## src/rtl/path_tracer.sv

```systemverilog
// Back-traces a shortest path from a destination node to its source by
// following per-node predecessor directions, emitting one step per node.
//
// state  | meaning
// IDLE   | waiting for start, busy low
// FETCH  | node read strobe issued for cur
// EVAL   | read data returned; decide unreachable or build step
// EMIT   | step presented, waiting for the handshake
// FINISH | one-cycle done pulse, err/step_count final
module path_tracer #(
  parameter int GRID_W    = 16,
  parameter int GRID_H    = 16,
  parameter int CW        = 8,
  parameter int MAX_STEPS = 256
) (
  input  logic          clk,
  input  logic          rst,
  input  logic          start,
  input  logic [CW-1:0] dst_x,
  input  logic [CW-1:0] dst_y,
  output logic          rd_en,
  output logic [CW-1:0] rd_x,
  output logic [CW-1:0] rd_y,
  input  logic [15:0]   rd_cost,
  input  logic [2:0]    rd_dir,
  output logic          step_valid,
  input  logic          step_ready,
  output logic [CW-1:0] step_x,
  output logic [CW-1:0] step_y,
  output logic [2:0]    step_dir,
  output logic          step_last,
  output logic          busy,
  output logic          done,
  output logic [1:0]    err,
  output logic [CW:0]   step_count
);

  typedef enum logic [2:0] {IDLE, FETCH, EVAL, EMIT, FINISH} state_t;

  localparam logic [CW:0] W_LIM = (CW+1)'(GRID_W);
  localparam logic [CW:0] H_LIM = (CW+1)'(GRID_H);
  localparam logic [CW:0] MAX_C = (CW+1)'(MAX_STEPS);
  localparam logic [CW:0] P_ONE = (CW+1)'(1);
  localparam logic [CW:0] M_ONE = '1;

  state_t        state;
  logic [CW-1:0] cur_x, cur_y;
  logic [CW:0]   dx, dy, nx, ny, cnt_inc;
  logic          off_grid, dst_bad;

  assign rd_x = cur_x;
  assign rd_y = cur_y;

  // One extra bit keeps a step below zero distinct from the grid interior:
  // -1 wraps to all-ones, which is always >= the limit.
  always_comb begin
    dx = '0;
    dy = '0;
    case (step_dir)
      3'd0: dy = M_ONE;
      3'd1: begin dx = P_ONE; dy = M_ONE; end
      3'd2: dx = P_ONE;
      3'd3: begin dx = P_ONE; dy = P_ONE; end
      3'd4: dy = P_ONE;
      3'd5: begin dx = M_ONE; dy = P_ONE; end
      3'd6: dx = M_ONE;
      default: begin dx = M_ONE; dy = M_ONE; end
    endcase
    nx       = {1'b0, cur_x} + dx;
    ny       = {1'b0, cur_y} + dy;
    off_grid = (nx >= W_LIM) || (ny >= H_LIM);
    cnt_inc  = step_count + 1'b1;
    dst_bad  = ({1'b0, dst_x} >= W_LIM) || ({1'b0, dst_y} >= H_LIM);
  end

  always_ff @(posedge clk) begin
    if (rst) begin
      state      <= IDLE;
      cur_x      <= '0;
      cur_y      <= '0;
      rd_en      <= 1'b0;
      step_valid <= 1'b0;
      step_x     <= '0;
      step_y     <= '0;
      step_dir   <= '0;
      step_last  <= 1'b0;
      busy       <= 1'b0;
      done       <= 1'b0;
      err        <= '0;
      step_count <= '0;
    end else begin
      rd_en <= 1'b0;
      done  <= 1'b0;
      case (state)
        IDLE: begin
          if (start) begin
            busy       <= 1'b1;
            err        <= 2'd0;
            step_count <= '0;
            cur_x      <= dst_x;
            cur_y      <= dst_y;
            if (dst_bad) begin
              err   <= 2'd2;
              done  <= 1'b1;
              state <= FINISH;
            end else begin
              rd_en <= 1'b1;
              state <= FETCH;
            end
          end
        end
        FETCH: state <= EVAL;
        EVAL: begin
          if (rd_cost == 16'hFFFF) begin
            err   <= 2'd1;
            done  <= 1'b1;
            state <= FINISH;
          end else begin
            step_x     <= cur_x;
            step_y     <= cur_y;
            step_dir   <= rd_dir;
            step_last  <= (rd_cost == 16'd0);
            step_valid <= 1'b1;
            state      <= EMIT;
          end
        end
        EMIT: begin
          if (step_ready) begin
            step_valid <= 1'b0;
            step_count <= cnt_inc;
            if (step_last) begin
              err   <= 2'd0;
              done  <= 1'b1;
              state <= FINISH;
            end else if (cnt_inc == MAX_C) begin
              err   <= 2'd3;
              done  <= 1'b1;
              state <= FINISH;
            end else if (off_grid) begin
              err   <= 2'd2;
              done  <= 1'b1;
              state <= FINISH;
            end else begin
              cur_x <= nx[CW-1:0];
              cur_y <= ny[CW-1:0];
              rd_en <= 1'b1;
              state <= FETCH;
            end
          end
        end
        FINISH: begin
          busy  <= 1'b0;
          state <= IDLE;
        end
        default: state <= IDLE;
      endcase
    end
  end

endmodule

```

## config.mk

```make
export PLATFORM = sky130hd
export DESIGN_NAME = path_tracer
export DESIGN_NICKNAME = d
export VERILOG_FILES = /design/src/rtl/path_tracer.sv
export SDC_FILE = /design/constraint.sdc
export NUM_CORES = 1
export LEC_CHECK = 0
export CAP_MARGIN = 20
export CORE_UTILIZATION = 35
export CTS_BUF_LIST = sky130_fd_sc_hd__clkbuf_4
export DETAILED_ROUTE_END_ITERATION = 10
export PLACE_DENSITY = 0.64
export SKIP_LAST_GASP = 1
export SLEW_MARGIN = 40
export SYNTH_ARGS = -nofsm -noshare
export SYNTH_HDL_FRONTEND = slang
export SYNTH_SLANG_ARGS = --single-unit
```

## constraint.sdc

```tcl
create_clock -name clk -period 4.34 [get_ports clk]
set_input_delay 1.302 -clock clk [delete_from_list [all_inputs] [get_ports clk]]
set_output_delay 1.302 -clock clk [all_outputs]
set_load 0.01 [all_outputs]
```

Word-level counts from Yosys, hierarchy flattened
Cells that the tools add are included.

operators by class
  eq/ne operators = 20
  reduce and logical (&&, ||, !) cells = 20
  muxes and demuxes = 53
  magnitude comparators = 4
  bitwise gates (word level) = 1
  add/subtract/negate cells = 3

operators by type and width
  cell                                                                                 count
  8-bit 2-to-1 mux                                                                     10
  9-bit one-hot mux with 2 select lines                                                3
  8-bit one-hot mux with 2 select lines                                                2
  3-bit 2-to-1 mux                                                                     7
  8-bit by 9-bit adder with 9-bit output                                               2
  9-bit by 5-bit greater-or-equal comparator with 1-bit output, second input constant  2
  9-bit 2-to-1 mux                                                                     2
  16-bit == test, second input constant                                                1
  8-bit by 5-bit greater-or-equal comparator with 1-bit output, second input constant  2
  16-bit zero test                                                                     1
  1-bit 2-to-1 mux                                                                     16
  2-bit 2-to-1 mux                                                                     7
  2-bit != test, second input constant                                                 7
  3-bit by 2-bit == test with 1-bit output, second input constant                      4
  3-bit == test, second input constant                                                 4
  3-bit one-hot mux with 4 select lines                                                1
  9-bit by 1-bit adder with 9-bit output, second input constant                        1
  9-bit == test, second input constant                                                 1
  3-bit by 1-bit == test with 1-bit output, second input constant                      2
  3-bit zero test                                                                      2
  1-bit one-hot mux with 2 select lines                                                3
  2-bit one-hot mux with 3 select lines                                                1
  2-bit AND reduction                                                                  3
  3-bit AND reduction                                                                  2
  10 further kinds                                                                     15

word-level totals
  input port bits = 39
  word-level logic and storage cells = 114
  register bits = 54
  output and inout bits = 51

Longest topological paths before layout
  depth in word-level cells = 11
  depth in mapped cells = 13
  mapped depth without buffers = 12

Worst setup path before layout
Ideal clock, no wire load.

  kind = register to register
  start = reg step_dir[1]
  end = reg cur_x[3] (netlist: rd_x[3])
  required time = 4282 ps
  setup time = 58 ps
  path buffers = 1
  clock period less this slack = 3494 ps
  stages on the path, launching flop included = 12
  arrival = 3436 ps
  setup slack = 846 ps
  cell sequence = dfxtp_1 -> o21ai_0 -> ha_1 -> and3b_1 -> a221oi_1 -> nand3_1 -> or4_4 -> a2111oi_4 -> nand4_2 -> a31oi_4 -> buf_6 -> o221a_4

between the ends
  word-level cells in the longest chain between the ends = 9
  elaborated cells on any way between the ends = 25
  classes of those cells = 2 x add/sub; 2 x order compare; 7 x eq/ne; 7 x mux; 7 x reduce/logical

RTL lines
  item                                                                            RTL line  source
  from (decl)                                                                     30        output logic [2:0] step_dir,
  from (signal assigned)                                                          121       step_dir <= rd_dir;
  branches (longest 9 deep; another with 8-bit by 9-bit adder with 9-bit output)  -
  to (signal assigned)                                                            100       cur_x <= dst_x;
  to (signal assigned)                                                            144       cur_x <= nx[CW-1:0];
  to (decl)                                                                       47        logic [CW-1:0] cur_x, cur_y;

Parallel ways; which one is timed is not known. The select of a mux whose other input is x is not followed.
A chain may end at the register's enable or synchronous reset.

Worst setup path in the final report
  start = reg step_dir[0]
  end = reg cur_y[2] (netlist: rd_y[2])

between the ends
  word-level cells in the longest chain between the ends = 9
  elaborated cells on any way between the ends = 25
  classes of those cells = 2 x add/sub; 2 x order compare; 7 x eq/ne; 7 x mux; 7 x reduce/logical

RTL lines
  item                                                                            RTL line  source
  branches (longest 9 deep; another with 8-bit by 9-bit adder with 9-bit output)  -
  to (signal assigned)                                                            101       cur_y <= dst_y;
  to (signal assigned)                                                            145       cur_y <= ny[CW-1:0];
  to (decl)                                                                       47

Parallel ways; which one is timed is not known. The select of a mux whose other input is x is not followed.

==> run metrics <==
mapped cell area=3200 µm²; overall global routing resource usage=0.193; fin. max-slew vios=0; clk_lat worst skew=0.38 ns; CP Cell Sequence=o21ai_1 -> inv_1 -> ha_1 -> inv_1 -> a2111oi_2 -> nand3_1 -> or4_4 -> a2111oi_4 -> nand4_2 -> a31oi_4 -> o221a_2; Critical Path RT=4.68 ns; area growth from synthesis to layout=32.5%; sequential area share after synthesis=0.338; final-stage net count=545; Pwr Density=282 nW/µm²; top cells by instance count after synthesis=55 x nand2_1, 54 x dfxtp_1, 53 x nor2_1, 39 x a21oi_1, 18 x clkbuf_1; Flop pwr share=0.472; Initial Util=0.363; combinational share of power=0.339; highest-delay cell along the critical path=or4_4; I/O Pins=90; critical path peak fanout=16; Worst-Margin Slew=0.670 ns; max_slew headroom=0.549; Detailed Route WL=9180 µm; WL/cell=15.4 µm; Root Buffer=clkbuf_4; clock skew=0.0109 ns; CTS tree=built; top cell type's share of synthesized area=0.338; grt ovf=0; WP buf/inv=2; Fmax=257 MHz; max-cap violations=0; post-CTS sizing=0; fin area=4240 µm²; Worst Setup End Kind=flip-flop; FFs w/ async S/R, synth=0; num rows=34; Port Buf Inserts=89; DRC Markers=16; clock buffer count from CTS=5; CTS H-tree depth=2; unrepaired setup endpoints after global routing=no; post-DR vias/cell=5.41; Sw Ratio=0.340; critical path's largest stage delay=0.54 ns; clock sink total=54; final hold violation count=0; final setup vio count=0; crit path time final=3.90 ns; layout cells sized above 1=0.0553; WS Path Type=flip-flop to flip-flop; DP Area=4180 µm²; Synth Flop Type=dfxtp_1; antenna violations before repair=0; post-CTS setup buffers=0; core area=8810 µm²; first-pass GRT wire length=14900 µm; status=finished with violations; number of library cell types mapped by synthesis=52; number of synthesized flops with an enable pin=0; cell family with most CP delay=compound AO/OA/AOI/OAI gates; Longest Clk Path Bufs=2; Iter 0 DRT Violations=188; CP most frequent cell=inv_1; cts hold-fix bufs=0; crit path DAT=4.24 ns; vias in the first global route=3074; cell with the most instances after synthesis=nand2_1; maximum VDD drop=0.133 mV; failing checks=design-rule violations; Die Span Y=97.6 µm; Tcrit/Tclk final=0.898; net switching power=407 µW; clock slew seen by the registers of the worst setup and hold paths=0.16 ns; diode count=0; Die W=97.6 µm; final setup TNS=0 ns; Hold Path Class=flip-flop to flip-flop; via count=3226; DIE AREA=9530 µm²; Synth warnings=0; post-route ant nets=0; Synth area leader=dfxtp_1; Leakage=1.61 nW; 1st-pass router iterations=10; P_int=790 µW; clock power share=0.189; Mapped Nets=463; largest net degree at the start of global routing=49; DP HPWL=6880 µm; type of origin of the critical path=flip-flop; R2R setup slack=0.44 ns; largest cells by area after synthesis=dfxtp_1 34%, ha_1 6.6%, nand2_1 6.5%; Synth Register Bits=54; average size of a mapped cell=7.90 µm²; Post-Syn Instances=405; RD Place Congestion=0.842
==> cell usage in the layout (no fill, tap or decap), types with 2 or more instances in the layout <==
cell type / instances
nor4_1: 8
o21ai_0: 10
xnor2_1: 5
mux2i_1: 3
clkbuf_4: 5
inv_1: 16
ha_1: 17
nand2_1: 55
a221oi_1: 2
nor4b_1: 2
a21oi_1: 39
nand3_1: 11
dfxtp_1: 54
nor2b_1: 10
fa_1: 2
xor2_1: 4
a211oi_1: 2
o221a_2: 6
a2111oi_0: 2
nor3_1: 8
buf_4: 6
nor3b_1: 5
o32ai_1: 9
nand2b_1: 12
clkdlybuf4s50_1: 88
nor2_1: 53
and3_1: 8
nand4_1: 5
o21ai_1: 2
a21o_1: 5
o21a_1: 4
a22oi_1: 3
a31oi_1: 3
==> worst min-delay path: cells and delay by family (launching register included) <==
family           cells  cell delay [ns]
flip-flops           1             0.34
AO/OA/AOI/OAI        1             0.05
AND/OR/NAND/NOR      1             0.05
==> logic make-up (layout without fill, tap and decap cells) <==
logic type / count (synthesis) / after routing / share of synthesized area
mux: 4 / 4 / 0.0129
fa+ha+maj: 19 / 19 / 0.0790
simple gates: 187 / 187 / 0.284
compound gates: 97 / 97 / 0.219
xor+xnor: 9 / 9 / 0.0246
flops: 54 / 54 / 0.338
buf+inv: 35 / 118 / 0.0434
==> sequential cells by signal, summed over array words and instances (netlist names) <==
signal,cells
rd_y,8
err,2
step_y,8
step_x,8
step_dir,3
rd_x,8
state,3
rd_en,1
done,1
step_count,9
busy,1
step_last,1
step_valid,1
==> per-stage QoR <==
| stage | worst slack, ns | instances | utilization | total power, mW | hold WS [ns] |
|---|---|---|---|---|---|
| floorplan | 0.846 | 405 | - | 0.825 | 0.481 |
| global placement | 0.389 | 588 | 0.475 | 0.975 | 0.443 |
| detailed placement | 0.419 | 588 | 0.475 | 0.979 | 0.449 |
| CTS | 0.387 | 596 | 0.481 | 1.21 | 0.470 |
| global route | 0.120 | 596 | 0.482 | 1.27 | 0.489 |
| finish | 0.442 | 596 | 0.482 | 1.20 | 0.465 |
==> final cells by class <==
cell class / instances / area, µm²
fill: 880 / 4570
inverter: 16 / 60.1
timing repair buffer: 94 / 926
clock buffer: 5 / 37.5
sequential: 54 / 1080
multi-input combinational: 316 / 1980
tap: 108 / 135
clock inverter: 3 / 16.3
==> power groups by stage <==
stage	combinational (mW)	sequential [mW]	clock (mW)
finish	0.406	0.565	0.226
global route	0.439	0.571	0.260
CTS	0.406	0.566	0.238
detailed placement	0.403	0.577	0
global placement	0.399	0.576	0
floorplan	0.253	0.572	0
==> metal layers <==
layer	share of wire	vias up	track usage
met5	0	-	0
met4	0.0066	0	0.0350
met3	0.051	9	0.0288
met2	0.48	103	0.331
met1	0.46	1495	0.258
li1	-	1619	-
==> worst paths after layout <==
check                                               from                      to  cells after the start
worst max-delay path            step_dir[0]$_SDFFE_PP0P_    rd_y[2]$_SDFFE_PP0P_                     11
worst min register to register    step_y[7]$_SDFFE_PP0P_  step_y[7]$_SDFFE_PP0P_                      2
worst max register to register  step_dir[0]$_SDFFE_PP0P_    rd_y[2]$_SDFFE_PP0P_                     11
worst min-delay path              step_y[7]$_SDFFE_PP0P_  step_y[7]$_SDFFE_PP0P_                      2
No activity file was read; power rests on OpenSTA's default activity.
